===== config.mk =====
export PLATFORM = sky130hd
export DESIGN_NAME = serial_word_rcvr
export DESIGN_NICKNAME = d
export VERILOG_FILES = /design/src/rtl/serial_word_rcvr.sv
export SDC_FILE = /design/constraint.sdc
export NUM_CORES = 1
export LEC_CHECK = 0
export BUFFER_PORTS_ARGS = -buffer_cell sky130_fd_sc_hd__buf_2
export CAP_MARGIN = 20
export CORE_ASPECT_RATIO = 1.25
export CORE_MARGIN = 5
export CORE_UTILIZATION = 60
export CTS_CLUSTER_DIAMETER = 40
export CTS_CLUSTER_SIZE = 16
export DETAILED_ROUTE_END_ITERATION = 6
export PLACE_DENSITY = 0.78
export SLEW_MARGIN = 20
export SYNTH_ARGS = -nofsm -noshare
export SYNTH_HDL_FRONTEND = slang
export SYNTH_SLANG_ARGS = --single-unit

===== constraint.sdc =====
create_clock -name sys_clk -period 5.5 [get_ports sys_clk]
set_input_delay 1.1 -clock sys_clk [delete_from_list [all_inputs] [get_ports sys_clk]]
set_output_delay 1.1 -clock sys_clk [all_outputs]
set_load 0.01 [all_outputs]

===== src/rtl/serial_word_rcvr.sv =====
// Serial word receiver: oversamples a rcv_clk/fs/data link in sys_clk, assembles MSB-first
// words into a first-word-fall-through FIFO. Define RCVR_TIMEOUT_EN to add a stalled-word timeout.
module serial_word_rcvr #(
  parameter int WORD_W      = 16,
  parameter int FIFO_DEPTH  = 8,
  parameter int SYNC_STAGES = 2
`ifdef RCVR_TIMEOUT_EN
  ,
  parameter int TIMEOUT_CYC = 256
`endif
) (
  input  logic                        sys_clk,
  input  logic                        rst_n,
  input  logic                        rcv_clk,
  input  logic                        i_rcv_fs,
  input  logic                        i_rcv_data,
  input  logic                        i_flush,
  input  logic                        i_clr_err,
  output logic [WORD_W-1:0]           o_st_data,
  output logic                        o_st_vld,
  input  logic                        i_st_rdy,
  output logic [$clog2(FIFO_DEPTH):0] o_level,
  output logic                        o_ovf,
  output logic                        o_frm_err,
  output logic [7:0]                  o_err_cnt
);

  localparam int AW = $clog2(FIFO_DEPTH);
  localparam int LW = AW + 1;
  localparam int CW = $clog2(WORD_W + 1);

  typedef enum logic {ST_IDLE, ST_SHIFT} state_t;

  function automatic logic [7:0] sat_inc(input logic [7:0] v);
    return (v == 8'hFF) ? v : v + 8'd1;
  endfunction

  logic [SYNC_STAGES-1:0] clk_sync_p0;
  logic [SYNC_STAGES-1:0] fs_sync_p0;
  logic [SYNC_STAGES-1:0] dat_sync_p0;
  logic                   clk_hist_p1;
  logic                   smp_vld_p1;
  logic                   smp_fs_p1;
  logic                   smp_dat_p1;

  state_t              state, state_nxt;
  logic [CW-1:0]       bit_cnt, bit_cnt_nxt;
  logic [WORD_W-1:0]   shreg, shreg_nxt;
  logic                push_req;
  logic                frm_evt;

  logic [WORD_W-1:0]   mem [FIFO_DEPTH];
  logic [AW-1:0]       wr_ptr, rd_ptr;
  logic [LW-1:0]       level;
  logic                full, empty, do_push, do_pop, ovf_evt;

`ifdef RCVR_TIMEOUT_EN
  logic [15:0]         idle_cnt;
  logic                to_evt;
`endif

  // Stage p0: synchronizers; p1: rcv_clk edge history and sample event
  always_ff @(posedge sys_clk or negedge rst_n) begin
    if (!rst_n) begin
      clk_sync_p0 <= '0;
      fs_sync_p0  <= '0;
      dat_sync_p0 <= '0;
      clk_hist_p1 <= 1'b0;
    end else begin
      clk_sync_p0 <= {clk_sync_p0[SYNC_STAGES-2:0], rcv_clk};
      fs_sync_p0  <= {fs_sync_p0[SYNC_STAGES-2:0], i_rcv_fs};
      dat_sync_p0 <= {dat_sync_p0[SYNC_STAGES-2:0], i_rcv_data};
      clk_hist_p1 <= clk_sync_p0[SYNC_STAGES-1];
    end
  end

  assign smp_vld_p1 = clk_sync_p0[SYNC_STAGES-1] & ~clk_hist_p1;
  assign smp_fs_p1  = fs_sync_p0[SYNC_STAGES-1];
  assign smp_dat_p1 = dat_sync_p0[SYNC_STAGES-1];

  always_ff @(posedge sys_clk or negedge rst_n) begin
    if (!rst_n) begin
      state   <= ST_IDLE;
      bit_cnt <= '0;
      shreg   <= '0;
    end else begin
      state   <= state_nxt;
      bit_cnt <= bit_cnt_nxt;
      shreg   <= shreg_nxt;
    end
  end

  // Deserializer: push occurs on the sample that completes the word
  always_comb begin
    state_nxt   = state;
    bit_cnt_nxt = bit_cnt;
    shreg_nxt   = shreg;
    push_req    = 1'b0;
    frm_evt     = 1'b0;
    if (smp_vld_p1) begin
      case (state)
        ST_IDLE: begin
          if (smp_fs_p1) begin
            state_nxt    = ST_SHIFT;
            bit_cnt_nxt  = CW'(1);
            shreg_nxt    = '0;
            shreg_nxt[0] = smp_dat_p1;
          end
        end
        ST_SHIFT: begin
          if (smp_fs_p1) begin
            frm_evt      = 1'b1;
            bit_cnt_nxt  = CW'(1);
            shreg_nxt    = '0;
            shreg_nxt[0] = smp_dat_p1;
          end else begin
            shreg_nxt = {shreg[WORD_W-2:0], smp_dat_p1};
            if (bit_cnt == CW'(WORD_W - 1)) begin
              push_req    = 1'b1;
              state_nxt   = ST_IDLE;
              bit_cnt_nxt = '0;
            end else begin
              bit_cnt_nxt = bit_cnt + CW'(1);
            end
          end
        end
        default: begin
          state_nxt   = ST_IDLE;
          bit_cnt_nxt = '0;
          shreg_nxt   = '0;
        end
      endcase
    end
`ifdef RCVR_TIMEOUT_EN
    else if (to_evt) begin
      frm_evt     = 1'b1;
      state_nxt   = ST_IDLE;
      bit_cnt_nxt = '0;
      shreg_nxt   = '0;
    end
`endif
    if (i_flush) begin
      state_nxt   = ST_IDLE;
      bit_cnt_nxt = '0;
      shreg_nxt   = '0;
      push_req    = 1'b0;
      frm_evt     = 1'b0;
    end
  end

`ifdef RCVR_TIMEOUT_EN
  assign to_evt = (state == ST_SHIFT) && !smp_vld_p1 && (idle_cnt == 16'(TIMEOUT_CYC - 1));

  always_ff @(posedge sys_clk or negedge rst_n) begin
    if (!rst_n) begin
      idle_cnt <= '0;
    end else if (i_flush || state != ST_SHIFT || smp_vld_p1 || to_evt) begin
      idle_cnt <= '0;
    end else begin
      idle_cnt <= idle_cnt + 16'd1;
    end
  end
`endif

  // FIFO: a pop in the same cycle frees the slot for a push even when full
  assign full    = (level == LW'(FIFO_DEPTH));
  assign empty   = (level == '0);
  assign do_pop  = !empty && i_st_rdy && !i_flush;
  assign do_push = push_req && (!full || do_pop);
  assign ovf_evt = push_req && full && !do_pop;

  always_ff @(posedge sys_clk) begin
    if (do_push) begin
      mem[wr_ptr] <= shreg_nxt;
    end
  end

  always_ff @(posedge sys_clk or negedge rst_n) begin
    if (!rst_n) begin
      wr_ptr <= '0;
      rd_ptr <= '0;
      level  <= '0;
    end else if (i_flush) begin
      wr_ptr <= '0;
      rd_ptr <= '0;
      level  <= '0;
    end else begin
      if (do_push) wr_ptr <= wr_ptr + AW'(1);
      if (do_pop)  rd_ptr <= rd_ptr + AW'(1);
      case ({do_push, do_pop})
        2'b10:   level <= level + LW'(1);
        2'b01:   level <= level - LW'(1);
        default: level <= level;
      endcase
    end
  end

  assign o_st_vld  = !empty;
  assign o_st_data = empty ? '0 : mem[rd_ptr];
  assign o_level   = level;

  // Sticky errors: a same-cycle error event takes precedence over the clear
  always_ff @(posedge sys_clk or negedge rst_n) begin
    if (!rst_n) begin
      o_ovf     <= 1'b0;
      o_frm_err <= 1'b0;
      o_err_cnt <= '0;
    end else begin
      if (ovf_evt)        o_ovf <= 1'b1;
      else if (i_clr_err) o_ovf <= 1'b0;
      if (frm_evt) begin
        o_frm_err <= 1'b1;
        o_err_cnt <= i_clr_err ? 8'd1 : sat_inc(o_err_cnt);
      end else if (i_clr_err) begin
        o_frm_err <= 1'b0;
        o_err_cnt <= '0;
      end
    end
  end

endmodule


==> results.md <==
- Largest family of logic cells by synthesized area: multiplexers
- Register area share after synthesis: 68.1%
- Wire per inst: 21.6 um
- Starting Density: 61.2%
- Core Region: 0.0122 mm^2
- Critical-path maximum fanout: 25
- Syn_area_per_cell: 15.7 um^2
- Clk_lat worst skew: 0.42 ns
- GRT Residual Overflow: 0
- Synthesized flop and latch total: 177
- Final setup vio count: 0
- Period utilisation layout: 67.2%
- Setup tns final: 0 ns
- Final WL: 14900 um
- # Max-Cap Violations: 0
- Die height: 135 um
- First-pass DRT Iterations: 5
- Clk_skew: 0.00678 ns
- Cell taking the most area after synthesis: edfxtp_1
- Post-synthesis adder-cell area fraction: 1.28%
- Resize count post-CTS: 0
- VDD IR max: 0.000238 V
- Tot GR Track Use: 22.1%
- Design area: 0.00842 mm^2
- Initial antenna violation count: 0
- CTS tree: yes
- Worst Path Required: 4.40 ns
- Cells after synthesis: 473
- Root buffer selected by CTS: clkbuf_16
- Largest cells by area after synthesis: edfxtp_1 52%, dfrtp_1 16%, mux4_2 9.7%, mux2i_1 2.3%, a21oi_1 2.0%
- CTS H-tree lvls: 4
- Post-CTS Setup Bufs: 0
- Diodes inserted: 0
- Most common cell in the netlist: edfxtp_1
- Util after Layout: 69.2%
- Pwr dens: 384 mW/mm^2
- Post-Place Cell Area: 0.00781 mm^2
- Complex-gate fraction of the synthesized area: 6.31%
- Static Leak: 2.94 nW
- Fmax: 0.270 GHz
- Post-Syn Nets: 488
- Mapped Area: 0.00744 mm^2
- Data arrival, critical path: 2.60 ns
- Proportion of layout cells with a drive suffix above 1: 23.9%
- Initial DRC count: 335
- Worst path cell trace: buf_4 > mux4_2 > mux2i_1 > nor2_1 > buf_2
- Final hold viol count: 0
- Worst slew margin: 29.5%
- Num CTS Buffers: 17
- Final Wtd Congestion: 0.802
- Slew @ Worst Pin: 1.05 ns
- Vias/cell: 6.17
- RSZ-0062 raised after global routing: false
- Dpl hpwl: 8500 um
- Vias in the first global route: 4217
- Status: finished clean
- Distinct cells, synth: 53
- Cells after DPL: 659
- Final Max Tran Viols: 0
- Worst hold path class: reg2reg
- Area growth from synthesis to layout: 13.2%
- Worst setup EP type: primary output
- Max clock buf depth: 2
- Num ports: 39
- Xor/xnor cell area share of the yosys netlist: 0.353%
- Count of clock tree sinks: 177
- Total number of vias: 4267
- Synth top cells by count: 128 x edfxtp_1, 49 x dfrtp_1, 32 x mux4_2, 31 x nor2_1, 29 x a21oi_1
- Antenna viol nets, final: 0
- FP Rows: 45
- Crit path time final: 3.70 ns
- Die width: 110 um
- Layout net count: 530
- Number of synthesized flops with an enable pin: 128
- Critical path type: reg2out
- Ys Warns: 0
- Hold_ws: 0.351 ns
- Async set-reset flop share out of synthesis: 27.7%
- Pin count of the biggest net entering global routing: 50
- Die area: 0.0147 mm^2
- IO buf count: 38
- Worst-path clk slew: 0.06 ns
- Top FF cell, synth: edfxtp_1
- First-pass GRT wire length: 23700 um
- CP startpoint kind: flip-flop
- Slowest cell delay on critical path: 0.91 ns
- Simple-gate portion of the synthesized area: 9.32%
- Drt drc: 0
- Yosys top cell area share: 51.7%
- Fin cells: 692
- Post-synthesis mux area share: 12.6%
- CP max-delay cell: dfrtp_2
- CTS Hold Bufs: 0
[power by group]
part | switching [mW] | internal, mW
sequential | 0.103 | 1.44
clock | 0.495 | 0.712
combinational | 0.231 | 0.258
total | 0.829 | 2.41
[critical path, delay by kind of cell, from the launching register on]
family | cells | cell delay, ns
multiplexers | 2 | 0.66
buffers and inverters | 2 | 0.54
flip-flops | 1 | 0.91
AND/OR/NAND/NOR | 1 | 0.05
[cell families after synthesis]
family | after synthesis
compound gates | 71
xor+xnor | 3
fa+ha+maj | 7
buf+inv | 33
flops | 177
mux | 53
simple gates | 129
[state kept, by name (all words and copies together), names as in the netlist]
name,flops
bit_cnt,5
clk_hist_p1,1
clk_sync_p0,2
dat_sync_p0,2
fs_sync_p0,2
mem,128
o_err_cnt,8
o_frm_err,1
o_level,4
o_ovf,1
rd_ptr,3
shreg,16
state,1
wr_ptr,3
[area by class of cell]
| type | instances | area, um^2 |
|---|---|---|
| Sequential cell | 177 | 5070 |
| Multi-Input combinational cell | 263 | 2240 |
| Inverter | 6 | 22.5 |
| Timing Repair Buffer | 50 | 288 |
| Clock inverter | 14 | 165 |
| Fill cell | 826 | 3740 |
| Clock buffer | 18 | 429 |
| Tap cell | 164 | 205 |
[worst paths after layout]
kind	endpoint	from	cells past startpoint	slack, ns
max in group asynchronous	rd_ptr[0]$_DFFE_PN0P_	rst_n	2	4.26
hold / removal	clk_sync_p0[1]$_DFF_PN0_	clk_sync_p0[0]$_DFF_PN0_	0	0.35
setup / recovery	o_st_data[14]	rd_ptr[0]$_DFFE_PN0P_	5	1.80
min in group asynchronous	o_err_cnt[1]$_DFFE_PN0P_	rst_n	2	0.79
setup reg to reg	o_level[3]$_DFFE_PN0P_	state$_DFFE_PN0P_	8	2.37
hold reg to reg	clk_sync_p0[1]$_DFF_PN0_	clk_sync_p0[0]$_DFF_PN0_	0	0.35
[placed cells by master (no fill, tap or decap), drive strengths merged, types with 6 or more instances in the layout]
| master | count |
|---|---|
| nor2 | 31 |
| inv | 7 |
| or4 | 6 |
| nand3 | 25 |
| edfxtp | 128 |
| nand2b | 16 |
| buf | 50 |
| clkbuf | 18 |
| mux2i | 17 |
| a21oi | 29 |
| o21ai | 7 |
| dfrtp | 49 |
| ha | 6 |
| mux4 | 32 |
| a21o | 12 |
| nand2 | 23 |
[routing by layer]
layer | track usage [%] | wire length [um] | up-vias
li1 | - | - | 1912
met1 | 30.2 | 6020 | 2151
met2 | 34.9 | 7670 | 172
met3 | 4.93 | 864 | 32
met4 | 8.59 | 376 | 0
met5 | 0 | 0 | -
[through the flow]
stage / power, mW / worst slack [ns]
finish: 3.23 / 1.80
global route: 3.37 / 1.55
CTS: 3.26 / 1.71
detailed placement: 2.07 / 1.94
global placement: 2.05 / 2.09
floorplan: 1.90 / 1.94
(Power assumes the default switching activity.)
